File: src/rtl/piezo_pkg.sv
// rtl/piezo_pkg.sv - shared types, state codes and default alarm melody for the piezo sequencer
package piezo_pkg;

  typedef enum logic [2:0] {
    NOTE_C4 = 3'd0,
    NOTE_D4 = 3'd1,
    NOTE_E4 = 3'd2,
    NOTE_F4 = 3'd3,
    NOTE_G4 = 3'd4,
    NOTE_A4 = 3'd5,
    NOTE_B4 = 3'd6,
    NOTE_C5 = 3'd7
  } note_e;

  typedef struct packed {
    logic       rest;
    logic [2:0] note;
    logic [2:0] dur;
  } mel_entry_t;

  localparam logic [1:0] IDLE = 2'd0;
  localparam logic [1:0] LOAD = 2'd1;
  localparam logic [1:0] TONE = 2'd2;
  localparam logic [1:0] GAP  = 2'd3;

  // Longest ROM any instance may ask for; entries past the melody are zero, i.e. end markers.
  localparam int MEL_MAX = 64;

  localparam logic [6:0] ENT_E4_1   = {1'b0, NOTE_E4, 3'd1};
  localparam logic [6:0] ENT_G4_1   = {1'b0, NOTE_G4, 3'd1};
  localparam logic [6:0] ENT_REST_1 = {1'b1, NOTE_C4, 3'd1};
  localparam logic [6:0] ENT_C5_2   = {1'b0, NOTE_C5, 3'd2};

  localparam logic [7*MEL_MAX-1:0] MELODY_DEFAULT =
    {{(7*(MEL_MAX-4)){1'b0}}, ENT_C5_2, ENT_REST_1, ENT_G4_1, ENT_E4_1};

  function automatic logic [7:0] note_onehot(input logic [2:0] n);
    return 8'b1 << n;
  endfunction

endpackage

File: src/rtl/piezo_beat_timer.sv
// rtl/piezo_beat_timer.sv - loadable down-counter; expired is high while the count sits at zero
module piezo_beat_timer #(
  parameter int W = 8
) (
  input  logic         clk,
  input  logic         rst,
  input  logic         load,
  input  logic [W-1:0] load_val,
  output logic         expired
);

  logic [W-1:0] cnt_q;
  logic [W-1:0] cnt_d;

  always_comb begin
    cnt_d = cnt_q;
    if (load) begin
      cnt_d = load_val;
    end else if (cnt_q != '0) begin
      cnt_d = cnt_q - W'(1);
    end
  end

  always_ff @(posedge clk or posedge rst) begin
    if (rst) begin
      cnt_q <= '0;
    end else begin
      cnt_q <= cnt_d;
    end
  end

  assign expired = (cnt_q == '0);

endmodule

File: src/rtl/piezo_melody_ctrl.sv
// rtl/piezo_melody_ctrl.sv - melody sequencer / manual-button arbiter for the 8-voice piezo tone bank
// Optional PIEZO_MELODY_LOOP_EN adds a loop input that replays the melody until aborted.
module piezo_melody_ctrl
  import piezo_pkg::*;
#(
  parameter int                   BEAT_CYCLES = 250000,
  parameter int                   GAP_CYCLES  = 20000,
  parameter int                   MEL_LEN     = 16,
  parameter logic [7*MEL_LEN-1:0] MELODY      = MELODY_DEFAULT[7*MEL_LEN-1:0]
) (
  input  logic       clk,
  input  logic       rst,
  input  logic       start,
  input  logic       stop,
`ifdef PIEZO_MELODY_LOOP_EN
  input  logic       loop,
`endif
  input  logic [7:0] button,
  output logic [7:0] note_en,
  output logic       busy,
  output logic       done
);

  localparam int TW    = $clog2(7*BEAT_CYCLES+1);
  localparam int IDX_W = (MEL_LEN > 1) ? $clog2(MEL_LEN) : 1;

  logic [1:0]       state_q, state_d;
  logic [IDX_W-1:0] idx_q, idx_d;
  logic [7:0]       note_en_q, note_en_d;
  logic             busy_q, busy_d;
  logic             done_q, done_d;
  logic             lockout_q, lockout_d;

  logic             tmr_load;
  logic [TW-1:0]    tmr_val;
  logic             tmr_expired;
  logic             loop_en;
  mel_entry_t       entry;

`ifdef PIEZO_MELODY_LOOP_EN
  assign loop_en = loop;
`else
  assign loop_en = 1'b0;
`endif

  assign entry = MELODY[7*int'(idx_q) +: 7];

  piezo_beat_timer #(.W(TW)) u_timer (
    .clk      (clk),
    .rst      (rst),
    .load     (tmr_load),
    .load_val (tmr_val),
    .expired  (tmr_expired)
  );

  always_comb begin
    state_d   = state_q;
    idx_d     = idx_q;
    note_en_d = note_en_q;
    done_d    = 1'b0;
    lockout_d = lockout_q & (button != 8'd0);
    tmr_load  = 1'b0;
    tmr_val   = '0;

    case (state_q)
      IDLE: begin
        if (start) begin
          state_d   = LOAD;
          idx_d     = '0;
          note_en_d = 8'd0;
        end else if (lockout_q) begin
          note_en_d = 8'd0;
        end else begin
          note_en_d = button & (~button + 8'd1);
        end
      end
      LOAD: begin
        if (entry.dur == 3'd0) begin
          idx_d   = '0;
          state_d = loop_en ? LOAD : IDLE;
          done_d  = ~loop_en;
        end else begin
          state_d   = TONE;
          tmr_load  = 1'b1;
          tmr_val   = TW'(entry.dur) * TW'(BEAT_CYCLES) - TW'(1);
          note_en_d = entry.rest ? 8'd0 : note_onehot(entry.note);
        end
      end
      TONE: begin
        if (tmr_expired) begin
          state_d   = GAP;
          note_en_d = 8'd0;
          tmr_load  = 1'b1;
          tmr_val   = TW'(GAP_CYCLES - 1);
        end
      end
      GAP: begin
        if (tmr_expired) begin
          if (idx_q == IDX_W'(MEL_LEN - 1)) begin
            idx_d   = '0;
            state_d = loop_en ? LOAD : IDLE;
            done_d  = ~loop_en;
          end else begin
            idx_d   = idx_q + IDX_W'(1);
            state_d = LOAD;
          end
        end
      end
      default: state_d = IDLE;
    endcase

    // Any stop or button press while the melody owns the bank silences it; a button abort
    // also locks out manual mode until every button has been released.
    if (state_q != IDLE && (stop || button != 8'd0)) begin
      state_d   = IDLE;
      idx_d     = '0;
      note_en_d = 8'd0;
      done_d    = 1'b0;
      tmr_load  = 1'b0;
      lockout_d = (button != 8'd0);
    end

    busy_d = (state_d != IDLE);
  end

  always_ff @(posedge clk or posedge rst) begin
    if (rst) begin
      state_q   <= IDLE;
      idx_q     <= '0;
      note_en_q <= 8'd0;
      busy_q    <= 1'b0;
      done_q    <= 1'b0;
      lockout_q <= 1'b0;
    end else begin
      state_q   <= state_d;
      idx_q     <= idx_d;
      note_en_q <= note_en_d;
      busy_q    <= busy_d;
      done_q    <= done_d;
      lockout_q <= lockout_d;
    end
  end

  assign note_en = note_en_q;
  assign busy    = busy_q;
  assign done    = done_q;

endmodule

File: config.mk
export PLATFORM = sky130hd
export DESIGN_NAME = piezo_melody_ctrl
export DESIGN_NICKNAME = d
export VERILOG_FILES = /design/src/rtl/piezo_pkg.sv /design/src/rtl/piezo_beat_timer.sv /design/src/rtl/piezo_melody_ctrl.sv
export SDC_FILE = /design/constraint.sdc
export NUM_CORES = 1
export LEC_CHECK = 0
export ABC_CLOCK_PERIOD_IN_PS = 2800
export BUFFER_PORTS_ARGS = -buffer_cell sky130_fd_sc_hd__buf_2
export CAP_MARGIN = 20
export CORE_ASPECT_RATIO = 0.8
export CORE_UTILIZATION = 45
export CTS_BUF_LIST = sky130_fd_sc_hd__clkbuf_4
export DETAILED_ROUTE_END_ITERATION = 8
export GPL_TIMING_DRIVEN = 1
export PLACE_DENSITY_LB_ADDON = 0.3
export RECOVER_POWER = 25
export SLEW_MARGIN = 10
export SYNTH_ARGS = -nofsm -noshare
export SYNTH_HDL_FRONTEND = slang
export SYNTH_SLANG_ARGS = --single-unit
File: constraint.sdc
create_clock -name clk -period 2.8 [get_ports clk]
set_input_delay 0.28 -clock clk [delete_from_list [all_inputs] [get_ports clk]]
set_output_delay 0.28 -clock clk [all_outputs]
set_load 0.005 [all_outputs]
=== Word level (Yosys, flattened, before mapping) ===
Index checks and enable logic that the tools add are counted.

* Register bits: 38
* Bits of input ports: 12
* Output and inout bits: 10
* Logic and storage cells: 76

* Add/sub/neg operators: 4
* Multiply operators: 2
* Equal/unequal tests: 9
* Shift-type cells: 2
* Muxes and demuxes: 35
* Bitwise operators: 3
* Reduce and logical (&&, ||, !) cells: 14

{| class="wikitable"
|+ Operators with widths
! kind !! number
|-
| $shiftx 112x8->7 const A || 1
|-
| $mux 21 || 3
|-
| $mux 8 || 6
|-
| $pmux 21 s2 || 1
|-
| $sub 21x1->21 const B || 2
|-
| $pmux 8 s3 || 1
|-
| $logic_not 21->1 || 1
|-
| $reduce_bool 21->1 || 1
|-
| $mux 4 || 5
|-
| $mul 3x14->17 const B || 1
|-
| $mux 15 || 1
|-
| $ne 3x3->1 const B || 5
|-
| $pmux 4 s3 || 1
|-
| $mux 2 || 5
|-
| $mux 1 || 9
|-
| $add 8x1->8 const B || 1
|-
| $and 8x8->8 || 1
|-
| $not 8->8 || 1
|-
| $pmux 2 s4 || 1
|-
| $reduce_bool 4->1 || 2
|-
| $reduce_bool 8->1 || 1
|-
| $shl 1x3->8 const A || 1
|-
| $mul 3x4->7 const A || 1
|-
| $reduce_bool 2->1 || 3
|-
| 12 further kinds || 14
|}

=== Logic depth before layout (Yosys ltp) ===
Gate-level depths: netlist of the first run.

* Word-level depth: 7
* Gate-level depth with buffers: 11

=== By module ===
From an unflattened synthesis of the first run, not the netlist that was laid out.

* Cells, all modules: 297
* Area total of the unflattened synthesis: 2592.5 µm²

{| class="wikitable"
|+ By module, submodules not included
! module !! instances !! cells an instance !! area each (µm²) !! seq. area each (µm²)
|-
| piezo_melody_ctrl || 1 || 157 || 1330.0 || 425.4
|-
| piezo_beat_timer || 1 || 140 || 1262.5 || 525.5
|}

=== Least setup slack after synthesis of the first run ===
OpenSTA, ideal clock, no wires.

* Path type: flip-flop to flip-flop
* Start point: register idx_q[0]
* End point: register u_timer.cnt_q[18]
* Library setup time: 69 ps
* Data arrival time: 2572 ps
* Setup slack: 159 ps
* Cell stages (with the launch flop): 11
* Clock period less this slack: 2641 ps
* Cells stage by stage: dfrtp_1 > ha_1 > ha_1 > nor2b_1 > inv_1 > ha_1 > nor2b_1 > nor2_1 > a211o_1 > mux2_4 > nor2_2

* Cells in the longest elaborated chain, start to end: 7
* Elaborated cells on any way between the ends: 12
* Those cells by class: add/sub: 1; mul: 2; shift: 1; mux: 6; reduce/logical: 2

{| class="wikitable"
|+ Ends and longest elaborated chain
! item !! RTL line !! text
|-
| from (decl) || piezo_melody_ctrl.sv:28 || <nowiki>logic [IDX_W-1:0] idx_q, idx_d;</nowiki>
|-
| from (signal assigned) || piezo_melody_ctrl.sv:136 || <nowiki>idx_q <= idx_d;</nowiki>
|-
| $mul 3x4->7 (*) || piezo_melody_ctrl.sv:46 || <nowiki>assign entry = MELODY[7*int'(idx_q) +: 7];</nowiki>
|-
| $shiftx 112x8->7 (*) || piezo_melody_ctrl.sv:46 ||
|-
| $mul 3x14->17 or $logic_not 3->1 (tied branches) || piezo_melody_ctrl.sv:85, piezo_melody_ctrl.sv:78 ||
|-
| $sub 21x1->21 or $mux 1 (tied branches) || piezo_melody_ctrl.sv:85, piezo_melody_ctrl.sv:78 ||
|-
| $mux 21 or $pmux 1 s2 (tied branches) || piezo_melody_ctrl.sv:78, piezo_melody_ctrl.sv:65 ||
|-
| $pmux 21 s2 or $mux 1 (tied branches) || piezo_melody_ctrl.sv:65, piezo_melody_ctrl.sv:114 ||
|-
| $mux 21 or $reduce_bool 2->1 (tied branches) || n/a ||
|-
| to (signal assigned) || piezo_beat_timer.sv:28 || <nowiki>cnt_q <= cnt_d;</nowiki>
|-
| to (decl) || piezo_beat_timer.sv:12 || <nowiki>logic [W-1:0] cnt_q;</nowiki>
|}

Mark *: on every way between the ends. The rest lies on a longest branch, timed or not.
A chain may end at the register's enable or synchronous reset.

=== Worst setup path after layout of the first run ===
* Start point: register idx_q[1]
* End point: register u_timer.cnt_q[7]

Same word-level chain as after synthesis.

==> flow_metrics.tcl, run 1 <==
set metrics [dict create \
    fin_crit_sh_pct 91.12 \
    dieWidth_microns 83.39 \
    critical_path_class "reg2reg" \
    worstPathArrival_ps 2780 \
    whs_path_depth 4 \
    whs_ps 323.5 \
    initial_core_util_pct 47.08 \
    hold_viol_final 0 \
    setup_viol 0 \
    synth.yosys.seq_area_share_pct 39.87 \
    antenna_found_initial 0 \
    regToRegEndpoint "u_timer.cnt_q[7]" \
    grt-ovfl-total 0 \
    design.core.area_sq_um 5065 \
    hold_path_class "in2reg" \
    tightest_slew_ps 2122 \
    vias 2128 \
    use_met1_pct 32.17 \
    yosysUniqueCellTypes 48 \
    critPathLaunchType "register" \
    drive_above_1_share_pct 16.78 \
    dominantRegCellSynth "dfrtp_1" \
    p_leak_nw 1.223 \
    reg2reg_depth 10 \
    cts_root_buf "clkbuf_4" \
    cts_buffers 5 \
    synth.ff_latch_count 38 \
    drtIter0Drc 192 \
    clockBufferDepth 2 \
    cts_setup_buffers 0 \
    synth_edf_count 0 \
    clkSinkCount 38 \
    fp.dieArea_sq_um 5596 \
    fin_util_pct 53.51 \
    grt_pass1_vias 2067 \
    grt_use_total_pct 22.44 \
    htree_levels 2 \
    violations "capacitance limit, slew limit" \
    postSynthAreaPerCell_sq_um 9.102 \
    syn_nets 288 \
    rr_startpoint "idx_q[1]" \
    tns_ps 0 \
    nets 324 \
    routed_wl_microns 5590 \
    post-route-drc-count 0 \
    placementRows 23 \
    grt_setup_unrepaired "false" \
    vdd_drop_max_v 0.0004886 \
    worstSetupEndpointType "register" \
    use_met3_pct 4.957 \
    cts_tree "done" \
    setup_slack_ps 248.5 \
    syn-cell-area_sq_um 2385 \
    avgViaCountPerCell 5.911 \
    postRouteAntennaNets 0 \
    die_h_microns 67.11 \
    gp_congestion 0.8092 \
    hpwlAfterDp_microns 4189 \
    io_pins 22 \
    area_growth_pct 13.64 \
    slew-limit-headroom_pct -41.49 \
    grt_max_degree 39 \
    min-delay-start "button[6]" \
    io_buffer_count 21 \
    maxCapViolCount 1 \
    ys.warnings.count 0 \
    wl_per_cell_microns 15.53 \
    cts.reportedPaths.clkPinSlew_ps 130 \
    outcome "complete, but fails checks" \
    syn_inst 262 \
    reg2reg_slack_ps 250 \
    report.final.slew_viol_count 39 \
    hold_end "note_en[6]" \
    cp.required_ps 3030 \
    insertion_delay_ps 350 \
    fin_crit_ps 2551 \
    grtUsageMet2_pct 34.43 \
    grt_pass1_wl_microns 9825 \
    synthArstFlopShare_pct 100.0 \
    power_density_nw_per_um2 861.5 \
    drt_first_pass_iters 4 \
    grt_most_used_layer "met2" \
    fin_skew_ps 20.47 \
    diodes 0 \
    crit_fanout 9 \
    fmax_ghz 0.3919 \
    place_ws_ps 157.5 \
]
## stage by stage
stage	area (sq um)	std cells	total power, mW
floorplan	2385	262	1.625
global placement	2631	352	1.948
detailed placement	2631	352	1.946
CTS	2703	359	2.314
global route	2710	360	2.527
finish	2710	360	2.335
## critical path, cell delays in order (launching register included)
cell and delay (ps):
dfrtp_1 440, ha_1 210, ha_1 270, nor2b_1 200, inv_1 90, ha_1 230
nand2b_1 210, a211o_1 430, buf_4 210, o21ai_0 80, a21oi_1 100
## cell families (layout without fill, tap and decap cells)
kind of cell	count (synthesis)	count (layout)	share of synthesized area (%)
fa+ha+maj	14	14	7.345
compound gates	72	72	20.57
simple gates	98	98	21.25
buf+inv	22	58	4.092
mux	1	1	0.6294
xor+xnor	17	17	6.244
flops	38	38	39.87
## repair_timing
| action | CTS | global route |
|---|---|---|
| gates resized for setup | 0 | 1 |
| endpoints found under the setup margin | 0 | 17 |
| hold buffers | 0 | 0 |
## cells in the final DEF, fill, tap and decap left out, types with 2 or more instances in the layout
master / n
nand2_1: 26
inv_1: 15
nor2_1: 18
nand3_1: 8
o21ai_0: 17
o41ai_1: 2
a31oi_1: 2
and3_1: 2
nor4_1: 10
a211oi_1: 3
ha_1: 14
nand4_1: 2
xnor2_1: 9
a21oi_1: 15
buf_2: 22
o22ai_1: 3
or3_1: 4
xor2_1: 8
o21a_1: 2
buf_4: 13
clkbuf_4: 5
nor2b_1: 3
nand2b_1: 6
dfrtp_1: 38
o31ai_1: 3
nor3_1: 9
a32o_1: 10
a21o_1: 5
## worst max path at each step
stage	endpoint	from	slack, ps
after floorplan	u_timer.cnt_q[18]	idx_q[0]	160
after detailed placement	u_timer.cnt_q[7]	u_timer.cnt_q[0]	160
after global routing	u_timer.cnt_q[5]	idx_q[1]	30
final	u_timer.cnt_q[7]	idx_q[1]	250
after global placement	note_en[2]	u_timer.cnt_q[0]	240
after CTS	note_en[3]	u_timer.cnt_q[0]	120
## layer usage
| layer | up-vias | routed length, microns |
|---|---|---|
| li1 | 1035 | - |
| met1 | 1024 | 2823 |
| met2 | 65 | 2368 |
| met3 | 4 | 354 |
| met4 | 0 | 43 |
| met5 | - | 0 |
## Yosys cell counts, types with 2 or more instances
cell type  number  share of area [%]
nor2b_1         3               0.79
o31ai_1         3               0.94
clkbuf_1        5               0.79
o22ai_1         3               0.79
nand2b_1        6                1.6
xnor2_1         9                3.3
nor4_1         10                2.6
inv_1          15                2.4
xor2_1          8                2.9
buf_6           2               0.94
a211oi_1        3               0.94
nand2_1        26                4.1
nand3_1         8                1.7
dfrtp_1        38                 40
nor3_1          9                1.9
o41ai_1         2               0.73
nand4_1         2               0.52
a21o_1          5                1.6
ha_1           14                7.3
and3_1          2               0.52
o21a_1          2               0.63
a32o_1         10                4.2
a21oi_1        15                3.1
o21ai_0        17                3.6
a31oi_1         2               0.52
or3_1           4                1.0
nor2_1         18                2.8
## area by class of cell
type | instances | area, sq um
multi-input cells | 202 | 1343
flip-flops and latches | 38 | 950.9
clock buffers | 5 | 37.54
fillers | 483 | 2355
inverters | 15 | 56.30
well taps | 62 | 77.57
clock inverters | 2 | 33.78
repair buffers | 36 | 211.5
## registers in the layout, indices dropped and copies added (netlist names)
register / flops
idx_q: 4
note_en: 8
busy: 1
u_timer.cnt_q: 21
done: 1
state_q: 2
lockout_q: 1
## report_power, final
part	total [mW]	internal, mW	switching [mW]
sequential	0.878	0.716	0.163
combinational	1.10	0.443	0.656
clock	0.358	0.181	0.178
total	2.33	1.34	0.996
No activity file was read; power rests on OpenSTA's default activity.
==> run 2, diff against run 1 <==
- CELL_PAD_IN_SITES_DETAIL_PLACEMENT: unset -> 0
- CELL_PAD_IN_SITES_GLOBAL_PLACEMENT: unset -> 1
- CORE_UTILIZATION: 45 -> 43
- CTS_CLUSTER_DIAMETER: unset -> 60
==> run 2 against run 1 <==
The flow now finishes without violations. Largest power group unchanged. Largest cell class unchanged. Hold slack improved by 3.4 ps. Non-clock buffer count is 3 higher. First-iteration DRC count decreased by 16%. Routed wire length up 5.3%. Register-to-register slack got worse by 70 ps. Clock skew down 8.3 ps.
==> flow_metrics.tcl, run 2 (same netlist as run 1, synthesis figures left out) <==
set metrics [dict create \
    critical_path_class "reg2reg" \
    whs_ps 326.9 \
    slew-limit-headroom_pct 59.75 \
    crit_fanout 9 \
    power_density_nw_per_um2 861.6 \
    largest_reg_flops 21 \
    reg2reg_depth 7 \
    final_common_cell "dfrtp_1" \
    p_leak_nw 1.232 \
    area_growth_pct 14.85 \
    initial_core_util_pct 46.04 \
    final-seq-area_sq_um 950.9 \
    hold_viol_final 0 \
    cts.reportedPaths.clkPinSlew_ps 120 \
    final_area_sq_um 2739 \
    io_pins 22 \
    hold_end "note_en[3]" \
    whs_path_depth 3 \
    drtIter0Drc 162 \
    tightest_slew_ps 603.1 \
    avgViaCountPerCell 5.785 \
    dieWidth_microns 85.26 \
    critPathLaunchType "register" \
    power_mw 2.360 \
    final_cell_mix "dfrtp_1 (38), nand2_1 (26), buf_2 (20)" \
    die_h_microns 68.61 \
    fin_crit_ps 2617 \
    stdcell_count 363 \
    clockBufferDepth 2 \
    grt_pass1_vias 1937 \
    hpwlAfterDp_microns 4429 \
    cts_tree "done" \
    top_register "u_timer.cnt_q" \
    antenna_found_initial 0 \
    nets 327 \
    multi_input_area_sq_um 1345 \
    drt_first_pass_iters 4 \
    grt_pass1_wl_microns 10160 \
    tns_ps 0 \
    grt_max_degree 25 \
    io_buffer_count 21 \
    placed_area_sq_um 2646 \
    postRouteAntennaNets 0 \
    fin_crit_sh_pct 93.48 \
    diodes 0 \
    clkSinkCount 38 \
    min-delay-start "button[3]" \
    cp.required_ps 3020 \
    post-route-drc-count 0 \
    cts_setup_buffers 0 \
    fin_skew_ps 12.17 \
    drive_above_1_share_pct 17.28 \
    grt_use_total_pct 22.82 \
    placementRows 23 \
    maxCapViolCount 0 \
    reg2reg_slack_ps 180 \
    cts_root_buf "clkbuf_4" \
    setup_viol 0 \
    design.core.area_sq_um 5180 \
    hold_path_class "in2reg" \
    fmax_ghz 0.3821 \
    worstPathArrival_ps 2840 \
    worstSetupEndpointType "register" \
    grt_setup_unrepaired "false" \
    grt-ovfl-total 0 \
    fp.dieArea_sq_um 5850 \
    wl_per_cell_microns 16.22 \
    gp_congestion 0.9182 \
    outcome "complete, no violations" \
    vdd_drop_max_v 0.0002743 \
    rr_startpoint "u_timer.cnt_q[13]" \
    routed_wl_microns 5888 \
    cts_buffers 5 \
    vias 2100 \
    regToRegEndpoint "u_timer.cnt_q[7]" \
    report.final.slew_viol_count 0 \
    nFillCells 491 \
    insertion_delay_ps 350 \
    htree_levels 2 \
    placed_cells 354 \
]
## run 2: through the flow
step           utilization, %  worst slack [ps]
2_1_floorplan               -             159.2
3_3_place_gp            51.09             215.6
3_5_place_dp            51.09             150.9
4_1_cts                 52.66             117.6
5_1_grt                 52.87             47.62
6_report                52.87             182.6
## run 2: area by class of cell
type | instances | share of cell area (%)
Multi-Input combinational cell | 202 | 49.11
Sequential cell | 38 | 34.72
Timing Repair Buffer | 39 | 8.680
Tap cell | 62 | 2.832
Inverter | 15 | 2.056
Clock buffer | 5 | 1.370
Clock inverter | 2 | 1.233
## run 2: worst max-delay path by stage
| stage | startpoint | end | depth (start not counted) |
|---|---|---|---|
| final | u_timer.cnt_q[13] | u_timer.cnt_q[7] | 7 |
| after global routing | idx_q[2] | u_timer.cnt_q[16] | 10 |
| after CTS | u_timer.cnt_q[0] | note_en[3] | 8 |
| after detailed placement | u_timer.cnt_q[0] | u_timer.cnt_q[7] | 9 |
| after global placement | u_timer.cnt_q[0] | note_en[6] | 8 |
| after floorplan | idx_q[0] | u_timer.cnt_q[18] | 10 |
## run 2: what timing repair did
item                                   in CTS  in global routing
gates resized for setup                     0                  2
hold buffers                                1                  0
setup endpoints to repair                   0                  3
endpoints found under the hold margin       4                  0
## run 2: worst max-delay path: stages (launching register included)
cell and delay, ps:
dfrtp_1 450, or4_4 590, nand2b_4 180, or3_1 460
a211o_1 400, buf_4 210, o21ai_0 100, a21oi_1 120
## run 2: routing by layer
metal	GRT usage, %	routed length, microns	up-vias
li1	-	-	1034
met1	35.59	3145	1006
met2	31.75	2331	55
met3	4.405	363	5
met4	6.042	47	0
met5	0	0	-
## run 2: where the power goes
group          switching (mW)  leakage [nW]  internal, mW
Clock                   0.188        0.0387         0.181
Sequential              0.167         0.479         0.715
Combinational           0.661         0.714         0.448
Total                    1.02          1.23          1.34
==> run 3, diff against run 2 <==
- ABC_CLOCK_PERIOD_IN_PS: 2800 -> 3200
- BUFFER_PORTS_ARGS: -buffer_cell sky130_fd_sc_hd__buf_2 -> unset
- CORE_UTILIZATION: 43 -> 45
- DONT_BUFFER_PORTS: unset -> 1
- clock period: 2.8 -> 3.2 ns (I/O delays scaled with it)
==> run 3 against run 2 <==
The flow now finishes with violations (capacitance limit, slew limit). Die area decreased by 4.3%. Design area decreased by 6.1%. Hold slack got worse by 120 ps. First-iteration DRC count increased by 10%. Clock skew decreased by 2.3 ps. Setup slack improved by 61 ps. Power decreased by 18%. Flip-flop and latch count unchanged. Fmax decreased by 11%. Critical path type unchanged. Critical endpoint is now u_timer.cnt_q[18]. Highest routed layer unchanged.
==> flow_metrics.tcl, run 3 (same netlist as run 1, synthesis figures left out) <==
set metrics [dict create \
    outcome "complete, but fails checks" \
    violations "capacitance limit, slew limit" \
    routed_wl_microns 5618 \
    clkSinkCount 38 \
    setup_viol 0 \
    hold_path_class "in2reg" \
    fp.dieArea_sq_um 5596 \
    avgViaCountPerCell 5.926 \
    grt-ovfl-total 0 \
    critPathTopFamily "simple AND/OR/NAND/NOR gates" \
    pwr-share-clk_pct 12.7 \
    die_h_microns 67.11 \
    worstSetupEndpointType "register" \
    final_cell_mix "dfrtp_1 (38), nand2_1 (26), nor2_1 (18)" \
    critical_path_class "reg2reg" \
    vdd_drop_max_v 0.0004017 \
    post-route-drc-count 0 \
    setup_slack_ps 243.8 \
    reg2reg_slack_ps 240 \
    grt_max_degree 39 \
    wl_per_cell_microns 16.62 \
    cts_tree "done" \
    clockBufferDepth 2 \
    power_frac_comb_pct 47.5 \
    hpwlAfterDp_microns 4172 \
    report.final.slew_viol_count 39 \
    antenna_found_initial 0 \
    place_ws_ps 286.6 \
    tightest_slew_ps 2025 \
    grtUsageMet2_pct 30.02 \
    drtIter0Drc 179 \
    final_common_cell "dfrtp_1" \
    top_register "u_timer.cnt_q" \
    htree_levels 2 \
    tns_ps 0 \
    cts.reportedPaths.clkPinSlew_ps 110 \
    area_growth_pct 7.818 \
    grt_use_total_pct 21.94 \
    io_pins 22 \
    fin_crit_ps 2956 \
    grt_pass1_wl_microns 9349 \
    p_sw_share_pct 44.55 \
    cts_buffers 5 \
    nFillCells 465 \
    gp_congestion 0.8477 \
    insertion_delay_ps 350 \
    maxCapViolCount 1 \
    power_mw 1.943 \
    pwr-share-seq_pct 39.8 \
    fmax_ghz 0.3383 \
    largest_reg_flops 21 \
    final_area_sq_um 2571 \
    fin_crit_sh_pct 92.38 \
    crit_fanout 15 \
    placed_area_sq_um 2511 \
    grt_setup_unrepaired "false" \
    cts_setup_buffers 0 \
    crit_chain "inv_1 -> ha_1 -> nor4b_1 -> nand3b_2 -> or3_1 -> a211o_1 -> mux2_4 -> nor2_2" \
    grt_pass1_vias 1823 \
    p_leak_nw 1.110 \
    slowest_stage "or3_1" \
    power_density_nw_per_um2 755.5 \
    io_buffer_count 0 \
    vias 2003 \
    hold_viol_final 0 \
    p_sw_uw 865.5 \
    crit_buf_inv 1 \
    drt_first_pass_iters 4 \
    dieWidth_microns 83.39 \
    postRouteAntennaNets 0 \
    critPathLaunchType "register" \
    fin_skew_ps 9.887 \
    design.core.area_sq_um 5065 \
    slowest_delay_ps 520 \
    p_int_mw 1.077 \
    initial_core_util_pct 47.08 \
    worstPathArrival_ps 3260 \
    placementRows 23 \
    cts_resized 0 \
    drive_above_1_share_pct 9.420 \
    grt_most_used_layer "met1" \
    use_met3_pct 4.833 \
    use_met1_pct 33.90 \
    cts_root_buf "clkbuf_4" \
    cp.required_ps 3500 \
    nets 301 \
    fin_util_pct 50.77 \
    diodes 0 \
    slew-limit-headroom_pct -35.00 \
]
[run 3: cell count changes in the layout (fill, tap and decap cells not counted), sizes merged]
cell    previous run  this run
buf               36        11
bufinv             1         0
clkinv             1         2
[run 3: metal layers]
| metal | vias to the layer above | part of all wire (%) |
|---|---|---|
| met5 | - | 0 |
| met3 | 6 | 5.1 |
| met4 | 0 | 1.1 |
| met1 | 958 | 54 |
| li1 | 986 | - |
| met2 | 53 | 39 |
[run 3: worst min-delay path: stages]
cell and delay (ps):
nand2_1 30, o31ai_1 60, a32o_1 110
[run 3: through the flow]
| stage | hold slack (ps) | std cells |
|---|---|---|
| after CTS | 190.1 | 338 |
| final | 205.3 | 338 |
| after floorplan | 503.0 | 262 |
| after global placement | 356.6 | 329 |
| after global routing | 232.5 | 338 |
| after detailed placement | 355.0 | 329 |
[run 3: layout make-up]
cell class	instances	area, sq um	share of cell area, %
clock inverter	2	8.758	0.3406
timing repair buffer	13	96.34	3.747
inverter	15	56.30	2.190
sequential	38	950.9	36.98
multi-input combinational	202	1336	51.97
clock buffer	6	45.04	1.752
tap	62	77.57	3.017
[run 3: power by group through the flow]
stage                     logic [mW]  registers, mW  clock network, mW
after floorplan                0.679          0.743                  0
after global placement         0.920          0.778                  0
after detailed placement       0.915          0.778                  0
after CTS                      0.921          0.772              0.255
after global routing            1.04          0.799              0.277
final                          0.923          0.773              0.246
[run 3: final timing paths]
| kind | startpoint | endpoint | cells past startpoint |
|---|---|---|---|
| hold reg to reg | note_en[0] | note_en[0] | 1 |
| hold / removal | button[6] | note_en[6] | 3 |
| min in group asynchronous | rst | u_timer.cnt_q[18] | 3 |
| setup / recovery | u_timer.cnt_q[0] | u_timer.cnt_q[18] | 8 |
| max in group asynchronous | rst | state_q[1] | 3 |
| setup reg to reg | u_timer.cnt_q[0] | u_timer.cnt_q[18] | 8 |
[run 3: what timing repair did]
action | CTS | global route
hold buffers | 1 | 0
endpoints found under the setup margin | 0 | 0
endpoints found under the hold margin | 38 | 0
